**src/rtl/port_rd_dispatch_if.sv**
```systemverilog
// Read-dispatch bus between a port reader and its priority dispatcher.
// The reader side (master) drives mode, occupancy and consume pulses; the dispatcher answers.
interface port_rd_dispatch_if #(
  parameter int unsigned QUEUE_NUM = 4,
  parameter int unsigned PRIOR_W   = 2
);
  logic                 wrr_en;
  logic [QUEUE_NUM-1:0] queue_empty;
  logic                 prior_update;
  logic [PRIOR_W-1:0]   prior_next;

  modport master (
    output wrr_en,
    output queue_empty,
    output prior_update,
    input  prior_next
  );

  modport slave (
    input  wrr_en,
    input  queue_empty,
    input  prior_update,
    output prior_next
  );
endinterface

```
**src/rtl/port_rd_dispatch.sv**
```systemverilog
// Read-side queue selector for one output port: strict priority or credit-based
// weighted round robin, with the chosen queue presented as a registered index.
module port_rd_dispatch #(
  parameter int unsigned QUEUE_NUM = 4,
  parameter int unsigned PRIOR_W   = 2
) (
  input logic               clk,
  input logic               rst_n,
  port_rd_dispatch_if.slave rd_if
);

  localparam int unsigned CredW = $clog2(QUEUE_NUM + 1);
  typedef logic [CredW-1:0] cred_t;

  cred_t              credit_q [QUEUE_NUM];
  cred_t              credit_d [QUEUE_NUM];
  cred_t              cred_dec [QUEUE_NUM];
  logic [PRIOR_W-1:0] prior_q, prior_d;
  logic [PRIOR_W-1:0] idx;
  logic               stay, hit, any_ready;

  // Queue i earns QUEUE_NUM-i reads per round.
  function automatic cred_t weight(int unsigned i);
    return cred_t'(QUEUE_NUM - i);
  endfunction

  always_comb begin
    prior_d   = prior_q;
    credit_d  = credit_q;
    cred_dec  = credit_q;
    stay      = 1'b0;
    hit       = 1'b0;
    idx       = '0;
    any_ready = ~&rd_if.queue_empty;

    if (!rd_if.wrr_en) begin
      for (int unsigned i = 0; i < QUEUE_NUM; i++) credit_d[i] = weight(i);
      // Walk downwards so the lowest non-empty index wins; all-empty holds.
      for (int i = int'(QUEUE_NUM) - 1; i >= 0; i--) begin
        if (!rd_if.queue_empty[i]) prior_d = PRIOR_W'(i);
      end
    end else begin
      if (rd_if.prior_update && cred_dec[prior_q] != '0) begin
        cred_dec[prior_q] = cred_dec[prior_q] - cred_t'(1);
      end
      stay     = !rd_if.queue_empty[prior_q] &&
                 (!rd_if.prior_update || cred_dec[prior_q] != '0);
      credit_d = cred_dec;

      if (!stay) begin
        for (int unsigned k = 1; k <= QUEUE_NUM; k++) begin
          idx = PRIOR_W'((32'(prior_q) + k) % QUEUE_NUM);
          if (!hit && !rd_if.queue_empty[idx] && cred_dec[idx] != '0) begin
            hit     = 1'b1;
            prior_d = idx;
          end
        end
        // Round exhausted: start a fresh round, discarding this cycle's decrement.
        if (!hit && any_ready) begin
          for (int unsigned i = 0; i < QUEUE_NUM; i++) credit_d[i] = weight(i);
          for (int unsigned k = 1; k <= QUEUE_NUM; k++) begin
            idx = PRIOR_W'((32'(prior_q) + k) % QUEUE_NUM);
            if (!hit && !rd_if.queue_empty[idx]) begin
              hit     = 1'b1;
              prior_d = idx;
            end
          end
        end
      end
    end
  end

  always_ff @(posedge clk or negedge rst_n) begin
    if (!rst_n) begin
      prior_q <= '0;
      for (int unsigned i = 0; i < QUEUE_NUM; i++) credit_q[i] <= weight(i);
    end else begin
      prior_q  <= prior_d;
      credit_q <= credit_d;
    end
  end

  assign rd_if.prior_next = prior_q;

endmodule

```
**src/flat_wrapper.sv**
```systemverilog
// flat-port wrapper written by rule: the top's interface ports become plain ports
module port_rd_dispatch_flat 
#(
  parameter int unsigned QUEUE_NUM = 4,
  parameter int unsigned PRIOR_W   = 2
)
  (clk, rst_n, rd_if_wrr_en, rd_if_queue_empty, rd_if_prior_update, rd_if_prior_next);
  port_rd_dispatch_if #(.QUEUE_NUM(QUEUE_NUM), .PRIOR_W(PRIOR_W)) rd_if_i ();
  input logic clk;
  input logic rst_n;
  input wire logic [$bits(rd_if_i.wrr_en)-1:0] rd_if_wrr_en;
  input wire logic [$bits(rd_if_i.queue_empty)-1:0] rd_if_queue_empty;
  input wire logic [$bits(rd_if_i.prior_update)-1:0] rd_if_prior_update;
  output wire logic [$bits(rd_if_i.prior_next)-1:0] rd_if_prior_next;
  assign rd_if_i.wrr_en = rd_if_wrr_en;
  assign rd_if_i.queue_empty = rd_if_queue_empty;
  assign rd_if_i.prior_update = rd_if_prior_update;
  assign rd_if_prior_next = rd_if_i.prior_next;
  port_rd_dispatch #(.QUEUE_NUM(QUEUE_NUM), .PRIOR_W(PRIOR_W)) u_core (.clk(clk), .rst_n(rst_n), .rd_if(rd_if_i));
endmodule
```
**config.mk**
```make
export PLATFORM = sky130hd
export DESIGN_NAME = port_rd_dispatch_flat
export DESIGN_NICKNAME = d
export VERILOG_FILES = /design/src/rtl/port_rd_dispatch_if.sv /design/src/rtl/port_rd_dispatch.sv /design/src/flat_wrapper.sv
export SDC_FILE = /design/constraint.sdc
export NUM_CORES = 1
export LEC_CHECK = 0
export CAP_MARGIN = 20
export CORE_MARGIN = 2
export CORE_UTILIZATION = 56
export CTS_BUF_LIST = sky130_fd_sc_hd__clkbuf_4 sky130_fd_sc_hd__clkbuf_8
export CTS_CLUSTER_SIZE = 8
export DETAILED_ROUTE_END_ITERATION = 6
export PLACE_DENSITY_LB_ADDON = 0.08
export REMOVE_ABC_BUFFERS = 1
export SYNTH_ARGS = -nofsm -noshare
export SYNTH_HDL_FRONTEND = slang
export SYNTH_SLANG_ARGS = --single-unit
```
**constraint.sdc**
```tcl
create_clock -name clk -period 3.8 [get_ports clk]
set_input_delay 0.57 -clock clk [delete_from_list [all_inputs] [get_ports clk]]
set_output_delay 0.57 -clock clk [all_outputs]
set_load 0.005 [all_outputs]
```
==> reports/results.ini, run 1 <==
[power_and_ir_drop]
swShare = 0.505
leakage_nw = 0.768
power_frac_comb = 0.795
p_total_mw = 1.75
irDropWorstVdd_mv = 0.494
seqPwrFrac = 0.146
p_int_mw = 0.865
power.density_nw_per_um2 = 913
p_sw_mw = 0.881
pwr-share-clk = 0.059

[route]
drtIter0Drc = 209
route.detailed.drc = 0
vias = 1587
wire_per_inst_um = 17.1
drtAntennaViolNets = 0
vias_per_cell = 6.40
first_pass_iters = 4
drt_wl_total_mm = 4.24

[floorplanning]
die_area_um2 = 3660
die_height_um = 60.5
dieWidth_um = 60.5
num_rows = 20
start_util = 0.586
core_um2 = 3050
ios = 10

[worst_setup_path]
critPathKind = reg -> reg
cp.required_ns = 3.99
rr_endpoint = u_core.rd_if.prior_next[1]$_DFFE_PN0P_
setup.worst_path.start = u_core.credit_q[6]$_DFF_PN1_
cp-start-kind = register
crit_fanout = 9
reg2reg_from = u_core.credit_q[6]$_DFF_PN1_
reg2reg_depth = 13
timing.critical_path.arrival_ns = 3.81
setup.worst_path.end_class = register
reg2reg_slack_ns = 0.17

[logic_synthesis]
synthesis.area_per_instance_um2 = 9.36
yosysSeqAreaShare = 0.199
ys_ff_latch = 14
netlist_area_um2 = 1790
netlist_instances = 191
synth_top_area_frac = 0.126
ys.flop_type = dfrtp_1
synth_edf_count = 0
yosysWarnings = 0
synth-async-reset-ratio = 1.00
netlist_top_cells_area = dfrtp_1, dfstp_2, mux2i_1
synth_area_leader_cell = dfrtp_1
ys_types = 64

[global_route]
gr-total-overflow = 0
grt_pass1_wl_mm = 6.99
grt_max_degree = 17
grt_pass1_vias = 1480
grt_antenna_before_repair = 0
grt.total_usage = 0.253

[placed_design]
placed_area_um2 = 1880
place_inst = 244
dp_hpwl_mm = 3.35
preCtsSetupSlack_ns = 0.266
portBuffers = 9
gp_congestion = 0.953

[timing]
rsz0062_at_grt = yes
postLayoutSetupSlackWorst_ns = 0.174
finalSetupViolCount = 0
final_max_slew_viol_count = 0
clock_skew_ns = 0.00498
min_period_ns = 3.63
max-slew-margin-rel = 0.529
worst_pin_slew_ns = 0.688
hold_viol = 0
fin_setup_tns_ns = 0
timing.fmax_mhz = 276
holdWs_ns = 0.566
fin_crit_sh = 0.954

[worst_hold_path]
holdPathStages = 2
hold_path.class = reg -> reg
hold_path_end = u_core.credit_q[7]$_DFF_PN1_
hp-start = u_core.credit_q[7]$_DFF_PN1_

[cts]
cts.sinks = 14
clk_latency_ns = 0.27
clockBufferDepth = 2
cts_tree = yes
clkSlewWorstSetupHoldPaths_ns = 0.08
cts-root-buf = clkbuf_4
ctsHtreeMaxLevel = 1
cts.repair.resized = 0
cts_buffers = 3
cts_hold_buf = 0

[finish]
num_antenna_cells = 0
post-route-util = 0.627
multiInputGateArea_um2 = 1290
seq_area_um2 = 357
area_growth_pct = 7.00
fin_cells = 248
finalInstanceArea_um2 = 1910
drive_gt1_frac = 0.265
fillers = 251
nets = 219
mostFrequentLayoutCells = nand2_1, nor2_1, mux2i_1

[job]
maxCapViolations = 0

[status]
status = finished clean

==> power by group through the flow <==
stage          registers [mW]  logic, mW  clock network (mW)
3_3_place_gp            0.255       1.35                   0
3_5_place_dp            0.257       1.37                   0
5_1_grt                 0.262       1.51               0.117
4_1_cts                 0.254       1.37               0.106
6_report                0.255       1.39               0.103
2_1_floorplan           0.298      0.982                   0
==> cells by family (layout without fill, tap and decap cells) <==
kind of cell,Yosys count,count (layout),synth area share
fa+ha+maj,6,6,0.0420
buf+inv,14,27,0.0798
simple gates,74,74,0.220
mux,22,22,0.158
flops,14,14,0.199
compound gates,61,61,0.300
==> layout make-up <==
cell class,count,share of cell area
inverters,5,0.00981
multi-input cells,163,0.674
clock buffers,4,0.0190
flip-flops and latches,14,0.186
well taps,44,0.0288
repair buffers,18,0.0824
==> routing by layer <==
metal | up-vias | GRT usage | routed length [µm]
met5 | - | 0 | 0
met2 | 57 | 0.371 | 1900
met3 | 6 | 0.0341 | 272
met4 | 0 | 0.0683 | 46
met1 | 762 | 0.391 | 2020
li1 | 762 | - | -
==> worst max path at each step <==
stage	slack [ns]	endpoint
floorplan	-0.26	u_core.rd_if.prior_next[1]$_DFFE_PN0P_
global placement	0.22	u_core.rd_if.prior_next[1]$_DFFE_PN0P_
detailed placement	0.27	u_core.rd_if.prior_next[1]$_DFFE_PN0P_
CTS	0.22	u_core.rd_if.prior_next[1]$_DFFE_PN0P_
global route	-0.003	u_core.rd_if.prior_next[1]$_DFFE_PN0P_
finish	0.17	u_core.rd_if.prior_next[1]$_DFFE_PN0P_
==> state kept, by name, summed over array words and instances (netlist names) <==
| signal | cells |
|---|---|
| u_core.credit_q | 12 |
| u_core.rd_if.prior_next | 2 |
==> timing repair <==
action                                  4_1_cts  5_1_grt
hold endpoints to repair                      0        0
setup buffers                                 0        0
endpoints found under the setup margin        0        1
==> critical path: stages (launching register included) <==
cell	delay, ns
dfstp_2	0.56
mux2i_1	0.09
nand2_1	0.08
o21ai_0	0.10
ha_1	0.22
and2_2	0.28
a221oi_2	0.35
mux2_2	0.41
and2_1	0.18
o31ai_1	0.31
mux2_2	0.38
a211oi_1	0.24
o221ai_1	0.16
a21oi_1	0.19
==> cell usage after synthesis, types with 2 or more instances <==
cell / instances
and4_1: 2
nor3b_1: 3
a22o_2: 2
dfstp_2: 5
o32ai_1: 2
mux4_2: 2
nor2b_1: 3
mux2i_1: 13
o2111a_1: 2
and3_1: 2
buf_6: 4
a21oi_1: 9
a211oi_1: 7
dfrtp_1: 9
inv_1: 4
o21a_1: 2
clkbuf_8: 3
nand3_1: 3
or2_2: 4
and2_1: 6
o22ai_1: 3
and2_2: 4
mux2_2: 4
a31oi_1: 2
nor2_1: 19
ha_1: 6
a221oi_2: 2
o21ai_0: 8
nand2_1: 19
o221ai_1: 3
No activity file was read; power rests on OpenSTA's default activity.
==> run 2, diff against run 1 <==
--- a/config.mk
+++ b/config.mk
@@ -7,10 +7,11 @@
 export LEC_CHECK = 0
 export CAP_MARGIN = 20
 export CORE_MARGIN = 2
-export CORE_UTILIZATION = 56
+export CORE_UTILIZATION = 60
 export CTS_BUF_LIST = sky130_fd_sc_hd__clkbuf_4 sky130_fd_sc_hd__clkbuf_8
 export CTS_CLUSTER_SIZE = 8
 export DETAILED_ROUTE_END_ITERATION = 6
+export GPL_ROUTABILITY_DRIVEN = 0
 export PLACE_DENSITY_LB_ADDON = 0.08
 export REMOVE_ABC_BUFFERS = 1
 export SYNTH_ARGS = -nofsm -noshare
==> constraint.sdc (replaced) <==
create_clock -name clk -period 4.5 [get_ports clk]
set_input_delay 0.675 -clock clk [delete_from_list [all_inputs] [get_ports clk]]
set_output_delay 0.675 -clock clk [all_outputs]
set_load 0.005 [all_outputs]
==> run 2 against run 1 <==
Net effect:
- the run now ends with design-rule violations left
- clock skew grew 0.0041 ns
- largest cell class unchanged
- register-to-register slack gained 0.13 ns
- core utilization grew 3.3 points
- cell count shrank 7.7%
- first-iteration DRC count shrank 31%
- critical path depth shrank 1
- clock power shrank 12%
- final area shrank 3.2%
- worst hold slack gained 0.0043 ns
- setup slack gained 0.13 ns
- via count grew 3.5%
==> reports/results.ini, run 2 (same netlist as run 1, synthesis figures left out) <==
[worst_setup_path]
cp-start-kind = register
path_cells = mux2_2 > o21ai_0 > ha_1 > nor2b_1 > a221oi_2 > mux2_2 > and2_1 > o31ai_1 > mux2_2 > a211oi_1 > o221ai_1 > a21oi_1
cp_top_family = compound AO/OA/AOI/OAI gates
setup.worst_path.end_class = register
reg2reg_from = u_core.rd_if.prior_next[1]$_DFFE_PN0P_
crit_fanout = 8  ; -1
reg2reg_slack_ns = 0.30  ; +0.13 ns
timing.critical_path.arrival_ns = 4.40  ; +0.59 ns
cp_common_cell = mux2_2
critPathSlowestCell = dfrtp_1
critPathBufInv = 0  ; unchanged
critPathKind = reg -> reg
rr_endpoint = u_core.rd_if.prior_next[1]$_DFFE_PN0P_
cp.required_ns = 4.70  ; +0.71 ns
max_stage_delay_ns = 0.56  ; about the same
reg2reg_depth = 12  ; -1

[finish]
drive_gt1_frac = 0.242  ; -0.0223
largest_reg_flops = 12  ; unchanged
largest_register = u_core.credit_q
fillers = 224  ; -11%
fin_cells = 229  ; -7.7%
area_growth_pct = 3.57
num_antenna_cells = 0  ; unchanged
nets = 213  ; -2.7%
mostFrequentLayoutCells = nand2_1, nor2_1, mux2i_1

[worst_hold_path]
hp-start = u_core.credit_q[4]$_DFF_PN1_
hold_path.class = reg -> reg
holdPathStages = 2  ; unchanged
hold_path_end = u_core.credit_q[4]$_DFF_PN1_

[global_route]
grt_pass1_vias = 1558  ; +5.3%
grt_pass1_wl_mm = 7.76  ; +11%
grt_max_degree = 30  ; +13
gr-total-overflow = 0  ; unchanged
grt.total_usage = 0.295  ; +0.0422
grt_antenna_before_repair = 0  ; unchanged

[timing]
worst_pin_slew_ns = 0.830  ; +0.142 ns
fin_setup_tns_ns = 0  ; unchanged
holdWs_ns = 0.570  ; +0.00435 ns
final_max_slew_viol_count = 0  ; unchanged
fin_crit_sh = 0.933  ; -0.0211
finalSetupViolCount = 0  ; unchanged
postLayoutSetupSlackWorst_ns = 0.301  ; +0.127 ns
max-slew-margin-rel = 0.447  ; -0.0818
timing.fmax_mhz = 238  ; -14%
rsz0062_at_grt = no
hold_viol = 0  ; unchanged
clock_skew_ns = 0.00904  ; +0.00406 ns
min_period_ns = 4.20  ; +0.573 ns

[floorplanning]
ios = 10  ; unchanged
dieWidth_um = 58.6  ; -3.2%
die_height_um = 58.6  ; -3.2%
num_rows = 19  ; -5.0%
start_util = 0.637  ; +0.0517
die_area_um2 = 3430  ; -6.2%
core_um2 = 2810  ; -8.1%

[placed_design]
preCtsSetupSlack_ns = 0.444  ; +0.178 ns
portBuffers = 9  ; unchanged
place_inst = 225  ; -7.8%
dp_hpwl_mm = 3.52  ; +5.1%

[route]
first_pass_iters = 7  ; +3
vias = 1643  ; +3.5%
drtIter0Drc = 145  ; -31%
vias_per_cell = 7.17  ; +12%
wire_per_inst_um = 20.3  ; +19%
route.detailed.drc = 1  ; +1
drt_wl_total_mm = 4.66  ; +9.8%
drtAntennaViolNets = 0  ; unchanged

[status]
violations = design-rule violations
status = complete, but fails checks

[power_and_ir_drop]
p_sw_mw = 0.787  ; -11%
irDropWorstVdd_mv = 0.444  ; -10%
swShare = 0.528  ; +0.0228
power_frac_comb = 0.788  ; -0.007
pwr-share-clk = 0.061  ; +0.002
seqPwrFrac = 0.152  ; +0.006
power.density_nw_per_um2 = 806  ; -12%
p_int_mw = 0.705  ; -18%
p_total_mw = 1.49  ; -15%
leakage_nw = 0.736  ; -4.1%

[cts]
cts_hold_buf = 0  ; unchanged
clockBufferDepth = 2  ; unchanged
cts-root-buf = clkbuf_4
clk_latency_ns = 0.29  ; +0.02 ns
cts.sinks = 14  ; unchanged
cts_buffers = 3  ; unchanged
clkSlewWorstSetupHoldPaths_ns = 0.09  ; about the same
cts_tree = yes
cts_setup_buffers = 0  ; unchanged
cts.repair.resized = 0  ; unchanged
ctsHtreeMaxLevel = 1  ; unchanged

[job]
maxCapViolations = 0  ; unchanged

[run 2: final cells by class]
cell class	count	area, µm²	area share
multi-input cells	163	1290	0.696
flip-flops and latches	14	357	0.193
repair buffers	12	113	0.0608
inverters	5	18.8	0.0101
well taps	31	38.8	0.0209
clock buffers	4	36.3	0.0196
[run 2: tightest hold or removal path, delay by kind of cell (launching register included)]
family / cells / cell delay, ns
AOI/OAI and AO/OA: 1 / 0.09
and+or+nand+nor: 1 / 0.09
DFF: 1 / 0.38
[run 2: how the worst max path moves through the flow]
stage                                            from                                      to  slack [ns]  cells past startpoint
4_1_cts        u_core.rd_if.prior_next[1]$_DFFE_PN0P_  u_core.rd_if.prior_next[1]$_DFFE_PN0P_        0.36                     12
5_1_grt        u_core.rd_if.prior_next[1]$_DFFE_PN0P_  u_core.rd_if.prior_next[1]$_DFFE_PN0P_        0.04                     13
3_5_place_dp   u_core.rd_if.prior_next[1]$_DFFE_PN0P_  u_core.rd_if.prior_next[1]$_DFFE_PN0P_        0.44                     12
2_1_floorplan  u_core.rd_if.prior_next[1]$_DFFE_PN0P_  u_core.rd_if.prior_next[1]$_DFFE_PN0P_        0.44                     12
3_3_place_gp   u_core.rd_if.prior_next[1]$_DFFE_PN0P_  u_core.rd_if.prior_next[1]$_DFFE_PN0P_        0.52                     12
6_report       u_core.rd_if.prior_next[1]$_DFFE_PN0P_  u_core.rd_if.prior_next[1]$_DFFE_PN0P_        0.30                     12
[run 2: power groups by stage]
stage,combinational (mW),sequential (mW),clock [mW]
final,1.17,0.227,0.0903
after global routing,1.26,0.232,0.101
after CTS,1.15,0.224,0.0923
after detailed placement,1.14,0.227,0
after global placement,1.11,0.225,0
after floorplan,0.830,0.252,0
[run 2: metrics by stage]
stage               instance area [µm²]   util
global route                       1850  0.660
CTS                                1850  0.660
floorplan                          1660      -
global placement                   1820  0.647
finish                             1850  0.660
detailed placement                 1820  0.647
[run 2: metal layers]
layer	track usage	up-vias	wire length [µm]
li1	-	755	-
met1	0.433	763	1930
met2	0.440	117	2120
met3	0.0659	8	548
met4	0.0812	0	62
met5	0	-	0
